--- src/rtl/spi_seq_pkg.sv ---
// Shared encodings for the SPI arithmetic sequencer and its shift registers.
// The mode codes are also decoded by the operand/result shift registers.
package spi_seq_pkg;

  typedef enum logic [2:0] {
    ST_IDLE      = 3'd0,
    ST_LOAD      = 3'd1,
    ST_START     = 3'd2,
    ST_WAIT_DONE = 3'd3,
    ST_CAPTURE   = 3'd4,
    ST_SHIFT_OUT = 3'd5
  } state_t;

  typedef enum logic [1:0] {
    MODE_HOLD  = 2'd0,
    MODE_RIGHT = 2'd1,
    MODE_LEFT  = 2'd2,
    MODE_PLOAD = 2'd3
  } mode_t;

  // Bits needed to index 0..value-1, never less than one bit.
  function automatic int clog2Min1(input int value);
    return (value <= 2) ? 1 : $clog2(value);
  endfunction

  function automatic int maxOf(input int a, input int b);
    return (a > b) ? a : b;
  endfunction

endpackage

--- src/rtl/spi_arith_sequencer_seq_counter.sv ---
// Up-counter with synchronous clear/enable and a compare against a terminal value.
// Clear has priority over enable.
module seq_counter #(
  parameter int WIDTH = 4
) (
  input  logic             i_clk,
  input  logic             i_reset,
  input  logic             i_clr,
  input  logic             i_en,
  input  logic [WIDTH-1:0] i_term,
  output logic             o_atTerm
);

  logic [WIDTH-1:0] r_count;

  always_ff @(posedge i_clk) begin
    if (i_reset) begin
      r_count <= '0;
    end else if (i_clr) begin
      r_count <= '0;
    end else if (i_en) begin
      r_count <= r_count + WIDTH'(1);
    end
  end

  assign o_atTerm = (r_count == i_term);

endmodule

--- src/rtl/spi_arith_sequencer.sv ---
// Control sequencer: shifts operands in, starts the core, waits for done with a
// timeout, then parallel-loads the result and shifts it out through MISO.
module spi_arith_sequencer
  import spi_seq_pkg::*;
#(
  parameter int OP_W         = 8,
  parameter int N_OPS        = 2,
  parameter int RES_W        = 16,
  parameter int DONE_TIMEOUT = 64
) (
  input  logic                          sclk,
  input  logic                          reset,
  input  logic                          cs,
  input  logic                          done,
  output logic [1:0]                    mode,
  output logic [clog2Min1(N_OPS)-1:0]   op_sel,
  output logic                          start,
  output logic                          misobuf_en,
  output logic                          busy,
  output logic                          abort,
  output logic                          timeout_err,
  output logic [2:0]                    state
);

  localparam int OPS_W = clog2Min1(N_OPS);
  localparam int CNT_W = clog2Min1(maxOf(OP_W, RES_W));
  localparam int TMR_W = clog2Min1(DONE_TIMEOUT);

  localparam logic [OPS_W-1:0] LAST_OP       = OPS_W'(N_OPS - 1);
  localparam logic [CNT_W-1:0] OP_LAST_BIT   = CNT_W'(OP_W - 1);
  localparam logic [CNT_W-1:0] RES_LAST_BIT  = CNT_W'(RES_W - 1);
  localparam logic [TMR_W-1:0] TMR_LAST      = TMR_W'(DONE_TIMEOUT - 1);

  state_t           r_state;
  state_t           w_nextState;
  logic [OPS_W-1:0] r_opSel;
  logic [OPS_W-1:0] w_nextOpSel;
  logic             r_abort;
  logic             w_nextAbort;
  logic             r_timeoutErr;
  logic             w_nextTimeoutErr;
  logic             w_bitClr;
  logic             w_bitEn;
  logic             w_bitTerm;
  logic [CNT_W-1:0] w_bitLast;
  logic             w_tmrClr;
  logic             w_tmrEn;
  logic             w_tmrTerm;

  // The bit counter is shared by LOAD and SHIFT_OUT, so its terminal follows the state.
  assign w_bitLast = (r_state == ST_SHIFT_OUT) ? RES_LAST_BIT : OP_LAST_BIT;

  seq_counter #(.WIDTH(CNT_W)) u_bitCnt (
    .i_clk    (sclk),
    .i_reset  (reset),
    .i_clr    (w_bitClr),
    .i_en     (w_bitEn),
    .i_term   (w_bitLast),
    .o_atTerm (w_bitTerm)
  );

  seq_counter #(.WIDTH(TMR_W)) u_timer (
    .i_clk    (sclk),
    .i_reset  (reset),
    .i_clr    (w_tmrClr),
    .i_en     (w_tmrEn),
    .i_term   (TMR_LAST),
    .o_atTerm (w_tmrTerm)
  );

  always_ff @(posedge sclk) begin
    if (reset) begin
      r_state      <= ST_IDLE;
      r_opSel      <= '0;
      r_abort      <= 1'b0;
      r_timeoutErr <= 1'b0;
    end else begin
      r_state      <= w_nextState;
      r_opSel      <= w_nextOpSel;
      r_abort      <= w_nextAbort;
      r_timeoutErr <= w_nextTimeoutErr;
    end
  end

  // cs-loss is tested before counter completion; done before the timeout.
  always_comb begin
    w_nextState      = r_state;
    w_nextOpSel      = r_opSel;
    w_nextAbort      = 1'b0;
    w_nextTimeoutErr = r_timeoutErr;
    w_bitClr         = 1'b0;
    w_bitEn          = 1'b0;
    w_tmrClr         = 1'b1;
    w_tmrEn          = 1'b0;
    case (r_state)
      ST_IDLE: begin
        w_bitClr = 1'b1;
        if (cs) begin
          w_nextState      = ST_LOAD;
          w_nextOpSel      = '0;
          w_nextTimeoutErr = 1'b0;
        end
      end
      ST_LOAD: begin
        if (!cs) begin
          w_nextState = ST_IDLE;
          w_nextAbort = 1'b1;
          w_bitClr    = 1'b1;
        end else if (w_bitTerm) begin
          w_bitClr = 1'b1;
          if (r_opSel == LAST_OP) begin
            w_nextState = ST_START;
          end else begin
            w_nextOpSel = r_opSel + OPS_W'(1);
          end
        end else begin
          w_bitEn = 1'b1;
        end
      end
      ST_START: begin
        w_nextState = ST_WAIT_DONE;
      end
      ST_WAIT_DONE: begin
        w_tmrClr = 1'b0;
        if (done) begin
          w_nextState = ST_CAPTURE;
        end else if (w_tmrTerm) begin
          w_nextState      = ST_IDLE;
          w_nextAbort      = 1'b1;
          w_nextTimeoutErr = 1'b1;
        end else begin
          w_tmrEn = 1'b1;
        end
      end
      ST_CAPTURE: begin
        w_bitClr    = 1'b1;
        w_nextState = ST_SHIFT_OUT;
      end
      ST_SHIFT_OUT: begin
        if (!cs) begin
          w_nextState = ST_IDLE;
          w_nextAbort = 1'b1;
          w_bitClr    = 1'b1;
        end else if (w_bitTerm) begin
          w_nextState = ST_IDLE;
          w_bitClr    = 1'b1;
        end else begin
          w_bitEn = 1'b1;
        end
      end
      default: begin
        w_nextState = ST_IDLE;
      end
    endcase
  end

  always_comb begin
    mode       = MODE_HOLD;
    start      = 1'b0;
    misobuf_en = 1'b0;
    case (r_state)
      ST_LOAD:      mode = MODE_LEFT;
      ST_START:     start = 1'b1;
      ST_CAPTURE: begin
        mode       = MODE_PLOAD;
        misobuf_en = 1'b1;
      end
      ST_SHIFT_OUT: begin
        mode       = MODE_LEFT;
        misobuf_en = 1'b1;
      end
      default: mode = MODE_HOLD;
    endcase
  end

  assign busy        = (r_state != ST_IDLE);
  assign op_sel      = r_opSel;
  assign abort       = r_abort;
  assign timeout_err = r_timeoutErr;
  assign state       = r_state;

endmodule
--- config.mk ---
export PLATFORM = sky130hd
export DESIGN_NAME = spi_arith_sequencer
export DESIGN_NICKNAME = d
export VERILOG_FILES = /design/src/rtl/spi_seq_pkg.sv /design/src/rtl/spi_arith_sequencer_seq_counter.sv /design/src/rtl/spi_arith_sequencer.sv
export SDC_FILE = /design/constraint.sdc
export NUM_CORES = 1
export LEC_CHECK = 0
export ABC_AREA = 1
export CELL_PAD_IN_SITES_DETAIL_PLACEMENT = 1
export CELL_PAD_IN_SITES_GLOBAL_PLACEMENT = 2
export CORE_UTILIZATION = 28
export CTS_CLUSTER_SIZE = 14
export DETAILED_ROUTE_END_ITERATION = 7
export GPL_TIMING_DRIVEN = 0
export HOLD_SLACK_MARGIN = 0.08
export PLACE_DENSITY_LB_ADDON = 0.1
export SYNTH_ARGS = -nofsm -noshare
export SYNTH_HDL_FRONTEND = slang
export SYNTH_HIERARCHICAL = 1
export SYNTH_SLANG_ARGS = --single-unit
--- constraint.sdc ---
create_clock -name sclk -period 1.85 [get_ports sclk]
set_input_delay 0.2775 -clock sclk [delete_from_list [all_inputs] [get_ports sclk]]
set_output_delay 0.2775 -clock sclk [all_outputs]
set_load 0.02 [all_outputs]
==> qor_table.md, run 1 <==
| Quantity | Reported |
|:---|:---|
| Startpoint type of the worst setup path | flip-flop |
| Weighted congestion reported at the end of routability-driven placement | 0.745 |
| Slowest cell delay on critical path | 330 ps |
| Pwr per Cell Area | 776 nW/um2 |
| Clock-pin transition on the worst setup and hold timing paths | 90 ps |
| Final setup TNS | 0 ps |
| Mean post-synth cell area | 6.49 um2 |
| Data required, critical path | 1570 ps |
| Via Count | 1044 |
| Number of synthesis warnings | 6 |
| Critical Path Slowest Stage Cell | sky130_fd_sc_hd__dfxtp_2 |
| Count of endpoints failing setup in the final report | 0 |
| Number of optimization iterations in the first detailed-route pass | 4 |
| Aggregate routed wire length | 2440 um |
| Area growth from synthesis to final layout | 34.9% |
| Via count of the first global-routing pass | 1039 |
| IO Port Bufs | 14 |
| Die Footprint | 3910 um2 |
| Area after DPL | 1270 um2 |
| Clock Sinks | 16 |
| Post-Syn Area | 1030 um2 |
| Synth top area cells | sky130_fd_sc_hd__dfxtp_1, sky130_fd_sc_hd__nand2_1, sky130_fd_sc_hd__inv_1 |
| DPL Wire Length | 1910 um |
| Clock tree from TritonCTS | built |
| Hold violation count in the final report | 0 |
| Most numerous cell in the Yosys netlist | sky130_fd_sc_hd__nand2_1 |
| Number of antenna violations at the first check in global routing | 0 |
| Per-cell via count in the routed design | 4.31 |
| Clock Tree Root | sky130_fd_sc_hd__clkbuf_4 |
| Overall track demand over capacity in global routing | 13.6% |
| Area share of the leading cell type in the synthesized netlist | 31.2% |
| Wire length of the first global-routing pass | 4350 um |
| Ordered cell list for the critical path | buf_6 > buf_4 > nor2_2 > nand2_1 > inv_1 > dlygate4sd2_1 |
| Top delay family on crit path | buffers and inverters |
| Number of filler cells placed in the layout | 464 |
| Routed wirelength normalized by instance count | 10.1 um |
| Clock buffers created by TritonCTS | 3 |
| Max_cap viols | 0 |
| Critical path buffers and inverters | 4 |
| Vert. Die Dim | 62.5 um |
| EDFF count, synth | 0 |
| Flip-flop and latch area | 327 um2 |
| Clock period minus worst slack | 1750 ps |
| Max frequency | 570 MHz |
| Count of cell types in the netlist | 26 |
| Share of the yosys chip area belonging to registers | 31.2% |
| Worst-case clock skew | 4.14 ps |
| Remaining global-route overflow | 0 |
| Crit path max fanout | 6 |
| Detailed-route DRC error count | 0 |
| Worst setup slack after layout | 96.5 ps |
| Count of final max-slew check failures | 0 |
| Floorplan die width | 62.5 um |
| Cell count after synthesis | 158 |
| Fin cells | 242 |
| Worst-skew pair later-pin latency | 280 ps |
| Largest net degree at the start of global routing | 9 |
| CP Data Arrival Time | 1480 ps |
| Count of standard-cell rows | 21 |
| Leak pwr | 0.633 nW |
| Number of DRC markers in iteration 0 | 18 |
| Antenna diodes | 0 |
| Critical setup path kind | flip-flop to output pin |
| Multi-input combinational cell area | 669 um2 |
| Largest area contributor in the synthesized netlist | sky130_fd_sc_hd__dfxtp_1 |
| Pre-CTS worst setup slack | -112 ps |
| Asr flop ratio synth | 0% |
| Worst-case clock buffer depth | 2 |
| Level count of the clock H-tree | 1 |
| Outcome | completed |
| Most instantiated flip-flop cell in the synthesis netlist | sky130_fd_sc_hd__dfxtp_1 |
| Endpoint kind of the worst setup timing path | output pin |
| Cell count after placement | 231 |
| Share of post-route cells with drive strength above 1 | 20.4% |
| Fin area | 1380 um2 |
| Maximum vdd drop | 0.000278 V |
| Commonest cells in the netlist | sky130_fd_sc_hd__nand2_1, sky130_fd_sc_hd__inv_1, sky130_fd_sc_hd__nor2_1, sky130_fd_sc_hd__dfxtp_1, sky130_fd_sc_hd__a21oi_1 |
| Register-to-register path setup slack | 160 ps |
| Effective utilization at floorplan | 30.0% |
| Antenna violation net count after detailed routing | 0 |
| Worst min-delay path class | flip-flop to flip-flop |
| Core region area | 3420 um2 |
| Total of flip-flops plus latches after synthesis | 16 |
| Final period util | 94.8% |
| Final nets | 204 |
| Io pins | 15 |
-- routing by layer --
layer | share of wire [%] | vias to the layer above | global-route usage (%)
met5 | 0 | - | 0
met4 | 0.82 | 0 | 3.49
met3 | 3.2 | 2 | 3.65
met2 | 49 | 10 | 23.4
met1 | 47 | 480 | 16.7
li1 | - | 552 | -
-- sequential cells by signal, indices dropped and copies added, names as in the netlist --
signal / flops
op_sel: 1
timeout_err: 1
u_timer/r_count: 6
u_bitCnt/r_count: 4
state: 3
abort: 1
-- layout make-up --
type	instances	share of cell area, %
inverters	26	7.23
well taps	46	4.16
clock buffers	3	1.63
repair buffers	22	14.2
flip-flops and latches	16	23.6
plain buffers	1	0.814
multi-input cells	128	48.4
-- power by group --
group          total, mW  internal [mW]  leakage [nW]  switching [mW]
combinational      0.487          0.210         0.488           0.278
clock              0.182         0.0756        0.0138           0.107
sequential         0.405          0.375         0.131          0.0300
-- worst register-to-register path, delay by kind of cell (launching register included) --
kind | cells | cell delay (ps)
simple gates | 10 | 1160
flops | 1 | 340
buf+inv | 1 | 70
-- cell usage in the layout, fill, tap and decap left out, types with 2 or more instances in the layout --
cell and count:
sky130_fd_sc_hd__o21ai_1 2, sky130_fd_sc_hd__buf_4 8, sky130_fd_sc_hd__ha_1 2, sky130_fd_sc_hd__nor2_1 19, sky130_fd_sc_hd__nand2_1 36, sky130_fd_sc_hd__nand3_1 8
sky130_fd_sc_hd__nand3_2 2, sky130_fd_sc_hd__inv_1 23, sky130_fd_sc_hd__conb_1 14, sky130_fd_sc_hd__o21ai_0 4, sky130_fd_sc_hd__nor3_1 2, sky130_fd_sc_hd__dfxtp_1 13
sky130_fd_sc_hd__clkdlybuf4s50_1 10, sky130_fd_sc_hd__dfxtp_2 2, sky130_fd_sc_hd__clkbuf_4 3, sky130_fd_sc_hd__xnor2_1 4, sky130_fd_sc_hd__nor2_4 6, sky130_fd_sc_hd__a21oi_2 2
sky130_fd_sc_hd__nor2_2 7, sky130_fd_sc_hd__nand2_2 3, sky130_fd_sc_hd__dlygate4sd2_1 3, sky130_fd_sc_hd__a21oi_1 11
-- cell families (layout without fill, tap and decap cells) --
logic type | count (synthesis) | after routing | share of synthesized area [%]
simple gates | 87 | 87 | 41.0
xor+xnor | 4 | 4 | 3.41
buf+inv | 27 | 52 | 10.6
flops | 16 | 16 | 31.2
other cells | 1 | 14 | 0.366
fa+ha+maj | 2 | 2 | 2.44
compound gates | 21 | 21 | 11.0
-- through the flow --
step / power, mW / hold WS [ps] / utilization (%)
after floorplan: 0.690 / 344 / -
after global placement: 0.837 / 437 / 37.3
after detailed placement: 0.840 / 451 / 37.3
after CTS: 1.03 / 465 / 38.0
after global routing: 1.15 / 523 / 40.5
final: 1.07 / 461 / 40.5
-- path summary, 6_finish.rpt --
kind	from	end	depth (start not counted)
setup / recovery	state[0]	mode[0]	6
hold / removal	timeout_err	timeout_err	2
setup reg to reg	u_timer/r_count[4]	u_timer/r_count[4]	11
hold reg to reg	timeout_err	timeout_err	2
-- repair_timing --
action / in CTS / in global routing
setup endpoints to repair: 10 / 9
gates resized for setup: 8 / 9
gates cloned: 0 / 0
hold buffers: 0 / 0
buffers inserted: 0 / 8
pin swaps: 0 / 3
Power figures use the tool's default switching activity.
==> run 2, diff against run 1 <==
--- a/config.mk
+++ b/config.mk
@@ -5,10 +5,11 @@
 export SDC_FILE = /design/constraint.sdc
 export NUM_CORES = 1
 export LEC_CHECK = 0
-export ABC_AREA = 1
+export ABC_AREA = 0
 export CELL_PAD_IN_SITES_DETAIL_PLACEMENT = 1
 export CELL_PAD_IN_SITES_GLOBAL_PLACEMENT = 2
-export CORE_UTILIZATION = 28
+export CORE_ASPECT_RATIO = 0.6
+export CORE_UTILIZATION = 31
 export CTS_CLUSTER_SIZE = 14
 export DETAILED_ROUTE_END_ITERATION = 7
 export GPL_TIMING_DRIVEN = 0
==> qor_table.md, run 2 <==
| Quantity | Reported | Change |
|:---|:---|:---|
| Share of the yosys chip area belonging to registers | 34.6% | was 31.2% |
| Number of synthesis warnings | 6 | unchanged |
| Synth top area cells | sky130_fd_sc_hd__dfxtp_1, sky130_fd_sc_hd__xor2_1, sky130_fd_sc_hd__xnor2_1 | was sky130_fd_sc_hd__dfxtp_1, sky130_fd_sc_hd__nand2_1, sky130_fd_sc_hd__inv_1 |
| Asr flop ratio synth | 0% | unchanged |
| Clock-pin transition on the worst setup and hold timing paths | 60 ps | was 90 ps |
| Antenna diodes | 0 | unchanged |
| Most instantiated flip-flop cell in the synthesis netlist | sky130_fd_sc_hd__dfxtp_1 | unchanged |
| Most frequent cells in the layout | sky130_fd_sc_hd__dfxtp_1, sky130_fd_sc_hd__buf_4, sky130_fd_sc_hd__nor2_1 | was sky130_fd_sc_hd__nand2_1, sky130_fd_sc_hd__inv_1, sky130_fd_sc_hd__nor2_1 |
| Maximum vdd drop | 0.000268 V | was 0.000278 V |
| Io pins | 15 | unchanged |
| Multi-input combinational cell area | 662 um2 | was 669 um2 |
| Crit path max fanout | 3 | was 6 |
| Clock tree from TritonCTS | built | unchanged |
| Share of post-route cells with drive strength above 1 | 30.0% | was 20.4% |
| Cell count after synthesis | 104 | was 158 |
| Number of filler cells placed in the layout | 325 | was 464 |
| Worst-skew pair later-pin latency | 250 ps | was 280 ps |
| Critical setup path kind | flip-flop to flip-flop | was flip-flop to output pin |
| CP Data Arrival Time | 2120 ps | was 1480 ps |
| Count of cell types in the netlist | 40 | was 26 |
| Worst min-delay path class | flip-flop to flip-flop | unchanged |
| Violations in the final reports | negative setup slack |  |
| Largest register by flop count | u_timer/r_count | unchanged |
| Count of endpoints failing setup in the final report | 4 | was 0 |
| Count of final max-slew check failures | 0 | unchanged |
| Post-Syn Area | 925 um2 | was 1030 um2 |
| Overall track demand over capacity in global routing | 17.3% | was 13.6% |
| Level count of the clock H-tree | 1 | unchanged |
| Clock Tree Root | sky130_fd_sc_hd__clkbuf_8 | was sky130_fd_sc_hd__clkbuf_4 |
| RSZ-0062 raised after global routing | true |  |
| EDFF count, synth | 0 | unchanged |
| Number of optimization iterations in the first detailed-route pass | 4 | unchanged |
| Count of standard-cell rows | 14 | was 21 |
| IO Port Bufs | 14 | unchanged |
| Final period util | 107% | was 94.8% |
| Via Count | 857 | was 1044 |
| Die Footprint | 3210 um2 | was 3910 um2 |
| Area growth from synthesis to final layout | 44.1% | was 34.9% |
| Largest register FFs | 6 | unchanged |
| Startpoint type of the worst setup path | flip-flop | unchanged |
| Clock Sinks | 16 | unchanged |
| Floorplan die width | 72.5 um | was 62.5 um |
| Clock buffers created by TritonCTS | 3 | unchanged |
| Max frequency | 505 MHz | was 570 MHz |
| Per-cell via count in the routed design | 4.76 | was 4.31 |
| Final Util | 50.0% | was 40.5% |
| Vert. Die Dim | 44.3 um | was 62.5 um |
| Commonest cells in the netlist | sky130_fd_sc_hd__dfxtp_1, sky130_fd_sc_hd__nor2_1, sky130_fd_sc_hd__xor2_1, sky130_fd_sc_hd__a21oi_1 | was sky130_fd_sc_hd__nand2_1, sky130_fd_sc_hd__inv_1, sky130_fd_sc_hd__nor2_1, sky130_fd_sc_hd__dfxtp_1, sky130_fd_sc_hd__a21oi_1 |
| Most common cell after layout, fill and taps aside | sky130_fd_sc_hd__dfxtp_1 | was sky130_fd_sc_hd__nand2_1 |
| Total of flip-flops plus latches after synthesis | 16 | unchanged |
| Leak pwr | 0.529 nW | was 0.633 nW |
| Pwr per Cell Area | 537 nW/um2 | was 776 nW/um2 |
| Most numerous cell in the Yosys netlist | sky130_fd_sc_hd__dfxtp_1 | was sky130_fd_sc_hd__nand2_1 |
| Remaining global-route overflow | 0 | unchanged |
| Area share of the leading cell type in the synthesized netlist | 34.6% | was 31.2% |
| Routed wirelength normalized by instance count | 13.6 um | was 10.1 um |
| Largest area contributor in the synthesized netlist | sky130_fd_sc_hd__dfxtp_1 | unchanged |
| Aggregate routed wire length | 2440 um | about the same |
| Mean post-synth cell area | 8.89 um2 | was 6.49 um2 |
| Register-to-register path setup slack | -130 ps | was 160 ps |
| Weighted congestion reported at the end of routability-driven placement | 0.788 | was 0.745 |
| Endpoint kind of the worst setup timing path | flip-flop | was output pin |
| Largest net degree at the start of global routing | 11 | was 9 |
| Effective utilization at floorplan | 34.7% | was 30.0% |
| Antenna violation net count after detailed routing | 0 | unchanged |
| Worst-case clock skew | 3.77 ps | was 4.14 ps |
| Final setup TNS | -353 ps | was 0 ps |
| Worst setup slack after layout | -128 ps | was 96.5 ps |
| Data required, critical path | 1990 ps | was 1570 ps |
| DPL Wire Length | 1810 um | was 1910 um |
| Outcome | finished, violations left | was completed |
| Number of DRC markers in iteration 0 | 26 | was 18 |
| Final nets | 147 | was 204 |
| Number of antenna violations at the first check in global routing | 0 | unchanged |
| Detailed-route DRC error count | 0 | unchanged |
| Clock period minus worst slack | 1980 ps | was 1750 ps |
| Via count of the first global-routing pass | 852 | was 1039 |
| Max_cap viols | 0 | unchanged |
| Hold violation count in the final report | 0 | unchanged |
| Total of hold buffers inserted after clock tree synthesis | 0 | unchanged |
| Flip-flop and latch area | 325 um2 | was 327 um2 |
| Worst-case clock buffer depth | 2 | unchanged |
| Core region area | 2660 um2 | was 3420 um2 |
| Wire length of the first global-routing pass | 4080 um | was 4350 um |
## run 2: cell type report
cell class,count,area share (%)
Buffer,4,2.54
Clock buffer,4,3.38
Inverter,3,0.845
Multi-Input combinational cell,89,49.7
Sequential cell,16,24.4
Tap cell,40,3.76
Timing Repair Buffer,24,15.4
## run 2: per-layer routing
metal / routed length [um] / vias up / GRT usage [%]
li1: - / 428 / -
met1: 1300 / 408 / 23.5
met2: 1000 / 19 / 27.3
met3: 127 / 2 / 5.47
met4: 11 / 0 / 3.53
met5: 0 / - / 0
## run 2: timing repair
action	in CTS	in global routing
endpoints found under the hold margin	0	0
gates cloned	0	0
setup endpoints to repair	7	13
buffers inserted	7	4
pin swaps	4	4
resized for setup	10	11
## run 2: cells by family (layout without fill, tap and decap cells)
group | count (synthesis) | after routing | synth area share (%)
AO/OA/AOI/OAI | 18 | 18 | 12.0
XOR/XNOR | 15 | 15 | 14.2
adder cells (fa/ha/maj) | 2 | 2 | 2.71
buffers and inverters | 7 | 35 | 4.46
flip-flops | 16 | 16 | 34.6
multiplexers | 3 | 3 | 3.38
other | 1 | 9 | 0.406
AND/OR/NAND/NOR | 42 | 42 | 28.1
## run 2: path summary, 6_finish.rpt
kind | start | endpoint | cells past startpoint
max | state[2] | u_bitCnt/r_count[3] | 9
min reg2reg | u_timer/r_count[5] | u_timer/r_count[5] | 2
max reg2reg | state[2] | u_bitCnt/r_count[3] | 9
min | u_timer/r_count[5] | u_timer/r_count[5] | 2
## run 2: per-stage QoR
step	setup slack (ps)	cells	cell area [um2]	hold WS (ps)	power [mW]
after floorplan	-213	112	982	337	0.407
after global placement	-348	166	1170	486	0.442
after detailed placement	-384	166	1170	510	0.443
after CTS	-205	177	1280	523	0.726
after global routing	-202	180	1330	565	0.763
final	-128	180	1330	509	0.716
## run 2: where the power goes
group	leakage (nW)	switching (mW)	total (mW)	internal (mW)
registers	0.131	0.00307	0.349	0.346
logic	0.376	0.0544	0.0944	0.0400
clock network	0.0228	0.119	0.272	0.153
total	0.529	0.177	0.716	0.539
## run 2: critical path, cell delays in order (launching register included)
cell and delay (ps):
sky130_fd_sc_hd__dfxtp_4 350, sky130_fd_sc_hd__buf_8 110, sky130_fd_sc_hd__and2b_2 190, sky130_fd_sc_hd__and2_4 140
sky130_fd_sc_hd__xor2_2 140, sky130_fd_sc_hd__nor4_2 210, sky130_fd_sc_hd__nor2b_2 110, sky130_fd_sc_hd__and3_4 190
sky130_fd_sc_hd__nand4_1 110, sky130_fd_sc_hd__mux2_4 300
